`config.mk`:
```
export PLATFORM = sky130hd
export DESIGN_NAME = dvs_event_fifo_flat
export DESIGN_NICKNAME = d
export VERILOG_FILES = /design/src/rtl/dvs_ravens_pkg.sv /design/src/rtl/dvs_event_fifo_if.sv /design/src/rtl/dvs_event_fifo.sv /design/src/flat_wrapper.sv
export SDC_FILE = /design/constraint.sdc
export NUM_CORES = 1
export LEC_CHECK = 0
export ABC_AREA = 1
export CAP_MARGIN = 20
export CORE_UTILIZATION = 44
export DETAILED_ROUTE_END_ITERATION = 10
export GPL_ROUTABILITY_DRIVEN = 0
export PLACE_DENSITY_LB_ADDON = 0.2
export SYNTH_ARGS = -nofsm -noshare
export SYNTH_HDL_FRONTEND = slang
export SYNTH_SLANG_ARGS = --single-unit
```
`constraint.sdc`:
```
create_clock -name clk -period 1.99 [get_ports clk]
set_input_delay 0.597 -clock clk [delete_from_list [all_inputs] [get_ports clk]]
set_output_delay 0.597 -clock clk [all_outputs]
set_load 0.02 [all_outputs]
```
`src/rtl/dvs_ravens_pkg.sv`:
```
// Shared constants for the DVS-to-RAVENS event path.
// EVENT_BITS is the width of one preprocessed event word.
package dvs_ravens_pkg;
  localparam int EVENT_BITS = 12;
endpackage

```
`src/rtl/dvs_event_fifo_if.sv`:
```
// Producer grant bus and FWFT consumer port of the DVS event FIFO.
// Optional stall_count member exists when DVS_FIFO_STALL_CNT_EN is defined.
interface dvs_event_fifo_if #(
  parameter int W     = dvs_ravens_pkg::EVENT_BITS,
  parameter int DEPTH = 16
);
  localparam int CW = $clog2(DEPTH) + 1;

  logic          fifo_req;
  logic [W-1:0]  fifo_bus_event;
  logic          fifo_grant;
  logic          rd_en;
  logic [W-1:0]  rd_data;
  logic          empty;
  logic          full;
  logic [CW-1:0] count;
  logic          underflow;
`ifdef DVS_FIFO_STALL_CNT_EN
  logic [15:0]   stall_count;

  modport slave (
    input  fifo_req, fifo_bus_event, rd_en,
    output fifo_grant, rd_data, empty,
    output full, count, underflow,
    output stall_count
  );
  modport master (
    output fifo_req, fifo_bus_event, rd_en,
    input  fifo_grant, rd_data, empty,
    input  full, count, underflow,
    input  stall_count
  );
`else
  modport slave (
    input  fifo_req, fifo_bus_event, rd_en,
    output fifo_grant, rd_data, empty,
    output full, count, underflow
  );
  modport master (
    output fifo_req, fifo_bus_event, rd_en,
    input  fifo_grant, rd_data, empty,
    input  full, count, underflow
  );
`endif
endinterface

```
`src/rtl/dvs_event_fifo.sv`:
```
// Granted-bus event FIFO with FWFT read side (DVS -> RAVENS).
// Define DVS_FIFO_STALL_CNT_EN to add the saturating stall_count output.
module dvs_event_fifo #(
  parameter int EVENT_BITS = dvs_ravens_pkg::EVENT_BITS,
  parameter int DEPTH      = 16
) (
  input  logic clk,
  input  logic rst,
  dvs_event_fifo_if.slave bus
);
  localparam int AW = $clog2(DEPTH);
  localparam int CW = AW + 1;
  localparam logic [CW-1:0] FULL_CNT = CW'(DEPTH);

  typedef enum logic [1:0] {
    IDLE,
    GRANT,
    CAPTURE
  } state_e;

  state_e state_q, state_d;
  logic [AW-1:0] wr_ptr_q, wr_ptr_d;
  logic [AW-1:0] rd_ptr_q, rd_ptr_d;
  logic [CW-1:0] count_q, count_d;
  logic [CW-1:0] count_after_pop;
  logic underflow_q, underflow_d;
  logic pop, wr;
  logic [EVENT_BITS-1:0] mem_q [DEPTH];

  always_comb begin
    pop = bus.rd_en && (count_q != '0);
    wr = (state_q == CAPTURE);
    // Free-space check sees this cycle's pop
    count_after_pop = count_q - CW'(pop);
    state_d = state_q;
    unique case (state_q)
      IDLE: begin
        if (bus.fifo_req && (count_after_pop < FULL_CNT))
          state_d = GRANT;
      end
      GRANT: state_d = CAPTURE;
      CAPTURE: state_d = IDLE;
      default: state_d = IDLE;
    endcase
    wr_ptr_d = wr_ptr_q + AW'(wr);
    rd_ptr_d = rd_ptr_q + AW'(pop);
    count_d = count_q;
    if (wr && !pop)
      count_d = count_q + CW'(1);
    else if (!wr && pop)
      count_d = count_q - CW'(1);
    underflow_d = underflow_q
      | (bus.rd_en && (count_q == '0));
  end

  always_ff @(posedge clk) begin
    if (rst) begin
      state_q     <= IDLE;
      wr_ptr_q    <= '0;
      rd_ptr_q    <= '0;
      count_q     <= '0;
      underflow_q <= 1'b0;
    end else begin
      state_q     <= state_d;
      wr_ptr_q    <= wr_ptr_d;
      rd_ptr_q    <= rd_ptr_d;
      count_q     <= count_d;
      underflow_q <= underflow_d;
    end
  end

  always_ff @(posedge clk) begin
    if (!rst && wr)
      mem_q[wr_ptr_q] <= bus.fifo_bus_event;
  end

  assign bus.fifo_grant = (state_q == GRANT);
  assign bus.rd_data    = mem_q[rd_ptr_q];
  assign bus.empty      = (count_q == '0);
  assign bus.full       = (count_q == FULL_CNT);
  assign bus.count      = count_q;
  assign bus.underflow  = underflow_q;

`ifdef DVS_FIFO_STALL_CNT_EN
  logic [15:0] stall_q, stall_d;

  always_comb begin
    stall_d = stall_q;
    if ((state_q == IDLE) && bus.fifo_req
        && (count_q == FULL_CNT)
        && (stall_q != 16'hFFFF))
      stall_d = stall_q + 16'd1;
  end

  always_ff @(posedge clk) begin
    if (rst)
      stall_q <= '0;
    else
      stall_q <= stall_d;
  end

  assign bus.stall_count = stall_q;
`endif
endmodule
```
`src/flat_wrapper.sv`:
```
// flat-port wrapper written by rule: the top's interface ports become plain ports
module dvs_event_fifo_flat 
#(
  parameter int EVENT_BITS = dvs_ravens_pkg::EVENT_BITS,
  parameter int DEPTH      = 16
)
  (clk, rst, bus_fifo_req, bus_fifo_bus_event, bus_rd_en, bus_fifo_grant, bus_rd_data, bus_empty, bus_full, bus_count, bus_underflow);
  dvs_event_fifo_if #(.DEPTH(DEPTH)) bus_i ();
  input  logic clk;
  input  logic rst;
  input wire logic [$bits(bus_i.fifo_req)-1:0] bus_fifo_req;
  input wire logic [$bits(bus_i.fifo_bus_event)-1:0] bus_fifo_bus_event;
  input wire logic [$bits(bus_i.rd_en)-1:0] bus_rd_en;
  output wire logic [$bits(bus_i.fifo_grant)-1:0] bus_fifo_grant;
  output wire logic [$bits(bus_i.rd_data)-1:0] bus_rd_data;
  output wire logic [$bits(bus_i.empty)-1:0] bus_empty;
  output wire logic [$bits(bus_i.full)-1:0] bus_full;
  output wire logic [$bits(bus_i.count)-1:0] bus_count;
  output wire logic [$bits(bus_i.underflow)-1:0] bus_underflow;
  assign bus_i.fifo_req = bus_fifo_req;
  assign bus_i.fifo_bus_event = bus_fifo_bus_event;
  assign bus_i.rd_en = bus_rd_en;
  assign bus_fifo_grant = bus_i.fifo_grant;
  assign bus_rd_data = bus_i.rd_data;
  assign bus_empty = bus_i.empty;
  assign bus_full = bus_i.full;
  assign bus_count = bus_i.count;
  assign bus_underflow = bus_i.underflow;
  dvs_event_fifo #(.EVENT_BITS(EVENT_BITS), .DEPTH(DEPTH)) u_core (.clk(clk), .rst(rst), .bus(bus_i));
endmodule
```
# [Word level (Yosys, flattened, before mapping)]
# Memory sizes are Yosys's and may differ from the RTL's. A register that Yosys moved wholly into a read port is not among the register bits.
# Index checks and enable logic that the tools add are counted.
# W data, S select, Z words.
[classes] n_shift=0 magnitude_cmp=1 n_reduce_logical=13 bitwise_logic=1 n_mux=7 n_eq_ne=4 n_mul=0 div=0 addsub=5
[ops] operator="$mux W5" count=2
[ops] operator="$add A4 B1 Y4" count=2
[ops] operator="$logic_and A1 B1 Y1" count=6
[ops] operator="$add A5 B1 Y5 const B" count=1
[ops] operator="$eq A5 B5 Y1 const B" count=1
[ops] operator="$logic_not A5 Y1" count=1
[ops] operator="$lt A5 B5 Y1 const B" count=1
[ops] operator="$reduce_bool A5 Y1" count=1
[ops] operator="$sub A5 B1 Y5" count=1
[ops] operator="$sub A5 B1 Y5 const B" count=1
[ops] operator="$mux W4" count=1
[ops] operator="$pmux W2 S2" count=1
[ops] operator="$logic_not A1 Y1" count=3
[ops] operator="$eq A2 B1 Y1 const B" count=1
[ops] operator="$eq A2 B2 Y1 const B" count=1
[ops] operator="$logic_not A2 Y1" count=1
[ops] operator="$mux W1" count=2
[ops] operator="$mux W2" count=1
[ops] operator="$ne A2 B1 Y1 const B" count=1
[ops] operator="$reduce_bool A2 Y1" count=1
[ops] operator="$or A1 B1 Y1" count=1
[totals] ram_bits=192 ff_bits=16 wordCells=37 rom_bits=0 n_memories=1 inputBits=16 latch_bits=0
[mem_list] name="u_core.mem_q" words=16 word_bits=12 read_ports=1 rd_clocked_by_memory_dff=1 write_ports=1 line_no="dvs_event_fifo.sv:28" rtl="logic [EVENT_BITS-1:0] mem_q [DEPTH];"

# [Longest topological paths before layout]
[depth] word_depth=7 ltp_mapped=15

# [Least setup slack after synthesis]
# OpenSTA, ideal clock, no wires.
[synth_timing] kind="reg2reg" from="reg u_core.count_q[0] (netlist: u_core.bus.count[0])" to="reg u_core.count_q[4] (netlist: u_core.bus.count[4])" t_required_ns=1.919 path_slack_ns=-0.359 t_arrival_ns=2.279 path_buffers=0 path_stages_with_launch=15 cell_sequence="dfxtp_1 > inv_1 > nand4_1 > nor2_1 > inv_1 > nand2_1 > ha_1 > inv_1 > ha_1 > or2_2 > nand2_1 > nand2_1 > nand2_1 > nand2_1 > a21oi_1"
[synth_via] elab_chain_cells=5 word_cells_on_any_way=10
[synth_rtl] element="start, declared" line_no="dvs_event_fifo.sv:24" rtl="logic [CW-1:0] count_q, count_d;"
[synth_rtl] element="start signal, assigned" line_no="dvs_event_fifo.sv:67" rtl="count_q <= count_d;"
[synth_rtl] element="parallel branches: the longest is 5 deep, another holds $sub A5 B1 Y5"
# Parallel ways; which one is timed is not known. The select of a mux whose other input is x is not followed.
# A chain may end at the register's enable or synchronous reset.

==> summary.md <==
| Metric | Value |
|---|---|
| Run status | finished, violations left |
| Failing checks | setup timing |
| Setup violators final | 13 |
| Post-synth EDFFs | 192 |
| Vias in the first global route | 5871 |
| Post-DP HPWL | 13.6 mm |
| Worst Max-Slew Pin Slew | 0.652 ns |
| Via count | 6034 |
| CP Launch Type | register |
| Seq/Total Area, Yosys | 0.702 |
| Logic pwr share | 0.338 |
| Crit-path max FO | 12 |
| Tot Pwr | 13800 µW |
| Total negative slack | -6.10 ns |
| Reg clk slew, reported paths | 0.06 ns |
| Syn Area/Cell | 11.3 µm² |
| Die area | 0.0203 mm² |
| Worst endpoint data arrival time | 2.04 ns |
| Cell Count, Final, Fillers Out | 1151 |
| Primary FF master, synth | edfxtp_1 |
| Final #Nets | 901 |
| Skew-Pair Late Insertion Delay | 0.50 ns |
| Period minus WS final | 2.63 ns |
| Seq pwr share | 0.360 |
| Sw Share | 0.313 |
| Netlist cell types | 22 |
| Hold Path Class | reg -> reg |
| Power Internal | 9500 µW |
| CTS root buf | clkbuf_16 |
| Cell family with most CP delay | buffers and inverters |
| Final WL | 22.2 mm |
| Post-synth ARST share | 0 |
| Sw Pwr | 4330 µW |
| Antenna violations before repair | 0 |
| Std cell rows | 50 |
| LEAKAGE | 0.00420 µW |
| Remaining global-route overflow | 0 |
| Mapped Cells | 764 |
| Post-route cell area | 0.0110 mm² |
| Fin Clk Skew | 0.0184 ns |
| First-pass GRT wire length | 33.7 mm |
| Core area | 0.0190 mm² |
| Chip Width | 142 µm |
| Post-CTS Hold Buffers | 0 |
| ANT nets after route | 0 |
| Placed cell areas | 0.00986 mm² |
| CP bufs+invs | 3 |
| Average vias per placed instance | 5.24 |
| Synthesis-to-layout area growth | 27.2% |
| First-iteration detailed-routing DRC count | 560 |
| Largest net degree at the start of global routing | 38 |
| DR pass1 iterations | 5 |
| Post-synthesis net count | 790 |
| Max-cap viol count | 0 |
| Peak VDD IR | 0.936 mV |
| Crit-path cells | inv_4, buf_12, o21ai_0, nand3_1, nand3_1, nand2_1, clkdlybuf4s15_2 |
| Clock sink count | 208 |
| Buffers added on ports | 36 |
| Final Hold Viols | 0 |
| Power density cells | 1250 mW/mm² |
| CTS buffer count | 22 |
| Placement Setup Slack | -0.487 ns |
| H-tree levels | 1 |
| Unrepaired setup endpoints after global routing | yes |
| Synth top area cells | edfxtp_1, nand2_1, nor2_1, nand3_1, dfxtp_1 |
| Initial core utilization | 0.456 |
| Slowest library cell on the worst path | dfxtp_4 |
| Cell Area, Synth | 0.00866 mm² |
| Worst path setup slack after routing | -0.644 ns |
| CTS tree | done |
| Top cell type's share of synthesized area | 0.665 |
| Slew Limit Headroom | 0.564 |
| Warnings from Yosys | 0 |
| Top cell by count, worst path | nand3_1 |
| All-layer global routing usage | 0.224 |
| CTS max path bufs | 3 |
| Cell with the most instances after synthesis | edfxtp_1 |
| Critical Path End Type | output port |
| Required @ worst endpoint | 1.39 ns |
| Max-slew violation count | 0 |
| Crit path kind | reg -> out |
| Placed cells | 1097 |
| Seq cells post-synth | 208 |
| Synth top cells by count | edfxtp_1, nand2_1, nor2_1 |
| Clk pwr share | 0.302 |
| # DRC | 0 |
| Die Ht | 142 µm |
| Final period util | 1.32 |
| Max Clk Rate | 0.380 GHz |
| Layout cell share with drive strength beyond 1 | 0.210 |
| Crit path largest cell delay | 0.44 ns |
| Yosys top cell by area | edfxtp_1 |
| Num ports | 37 |
| Number of inserted diodes | 0 |
| Wire per inst | 19.3 µm |
[timing repair]
| action | 4_1_cts | 5_1_grt |
|---|---|---|
| setup buffers | 6 | 1 |
| gates resized for setup | 117 | 34 |
| cloned | 5 | 2 |
| setup endpoints to repair | 22 | 18 |
| pin swaps | 17 | 15 |
[cell families after synthesis]
logic type               Yosys count  share of synthesized area
AND/OR/NAND/NOR                  357                      0.167
flip-flops                       208                      0.702
buffers and inverters             97                     0.0527
AO/OA/AOI/OAI                     89                     0.0595
adder cells (fa/ha/maj)           10                     0.0153
XOR/XNOR                           3                    0.00303
[placed cells by master (no fill, tap or decap), drive strengths merged]
cell	count
clkdlybuf4s15	2
nand4	2
fa	1
nor3	2
clkinv	7
nand3	78
o211ai	28
xnor2	3
o21ai	50
bufinv	2
nand2	157
clkinvlp	2
a21oi	11
edfxtp	192
ha	9
inv	58
nor2	117
dlygate4sd2	5
clkbuf	32
or2	1
dfxtp	16
buf	101
clkdlybuf4s50	15
[area by class of cell]
cell class	count	area (µm²)
multi-input combinational	459	2310
tap	260	325
clock buffer	29	641
fill	1572	7990
clock inverter	11	109
sequential	208	6100
timing repair buffer	126	1320
inverter	58	228
[layer usage]
layer  part of all wire  track usage
met3              0.064       0.0320
met4              0.020       0.0668
met5                  0            0
met2               0.49        0.373
met1               0.43        0.306
[metrics by stage]
| stage | hold slack, ns | utilization |
|---|---|---|
| 6_report | 0.448 | 0.580 |
| 5_1_grt | 0.480 | 0.580 |
| 4_1_cts | 0.453 | 0.571 |
| 3_5_place_dp | 0.444 | 0.519 |
| 3_3_place_gp | 0.433 | 0.519 |
| 2_1_floorplan | 0.423 | - |
[power groups by stage]
stage | registers, µW | clock network, µW | logic, µW
floorplan | 5120 | 0 | 2350
global placement | 5050 | 0 | 3700
detailed placement | 5060 | 0 | 3750
CTS | 4970 | 4260 | 4370
global route | 4980 | 4400 | 5080
finish | 4980 | 4180 | 4680
[worst reg2reg max path, delay by kind of cell, from the launching register on]
kind | cells | cell delay (ns)
buf+inv | 4 | 0.33
fa+ha+maj | 2 | 0.37
compound gates | 1 | 0.12
simple gates | 8 | 0.72
flops | 1 | 0.34
[path summary, 6_finish.rpt]
path / cells past startpoint / end / startpoint / slack (ns)
max: 7 / bus_rd_data[7] / u_core.rd_ptr_q[0]$_SDFF_PP0_ / -0.64
min: 1 / u_core.state_q[1]$_SDFFE_PP0P_ / u_core.state_q[1]$_SDFFE_PP0P_ / 0.45
max reg2reg: 15 / u_core.bus.count[4]$_SDFFE_PP0P_ / u_core.bus.count[3]$_SDFFE_PP0P_ / 0.04
min reg2reg: 1 / u_core.state_q[1]$_SDFFE_PP0P_ / u_core.state_q[1]$_SDFFE_PP0P_ / 0.45
[flip-flops by register name, summed over array words and instances, names as in the netlist]
register              count
u_core.bus.count          5
u_core.bus.underflow      1
u_core.mem_q            192
u_core.rd_ptr_q           4
u_core.state_q            2
u_core.wr_ptr_q           4
Note: power is estimated with default switching activity, not from simulation.
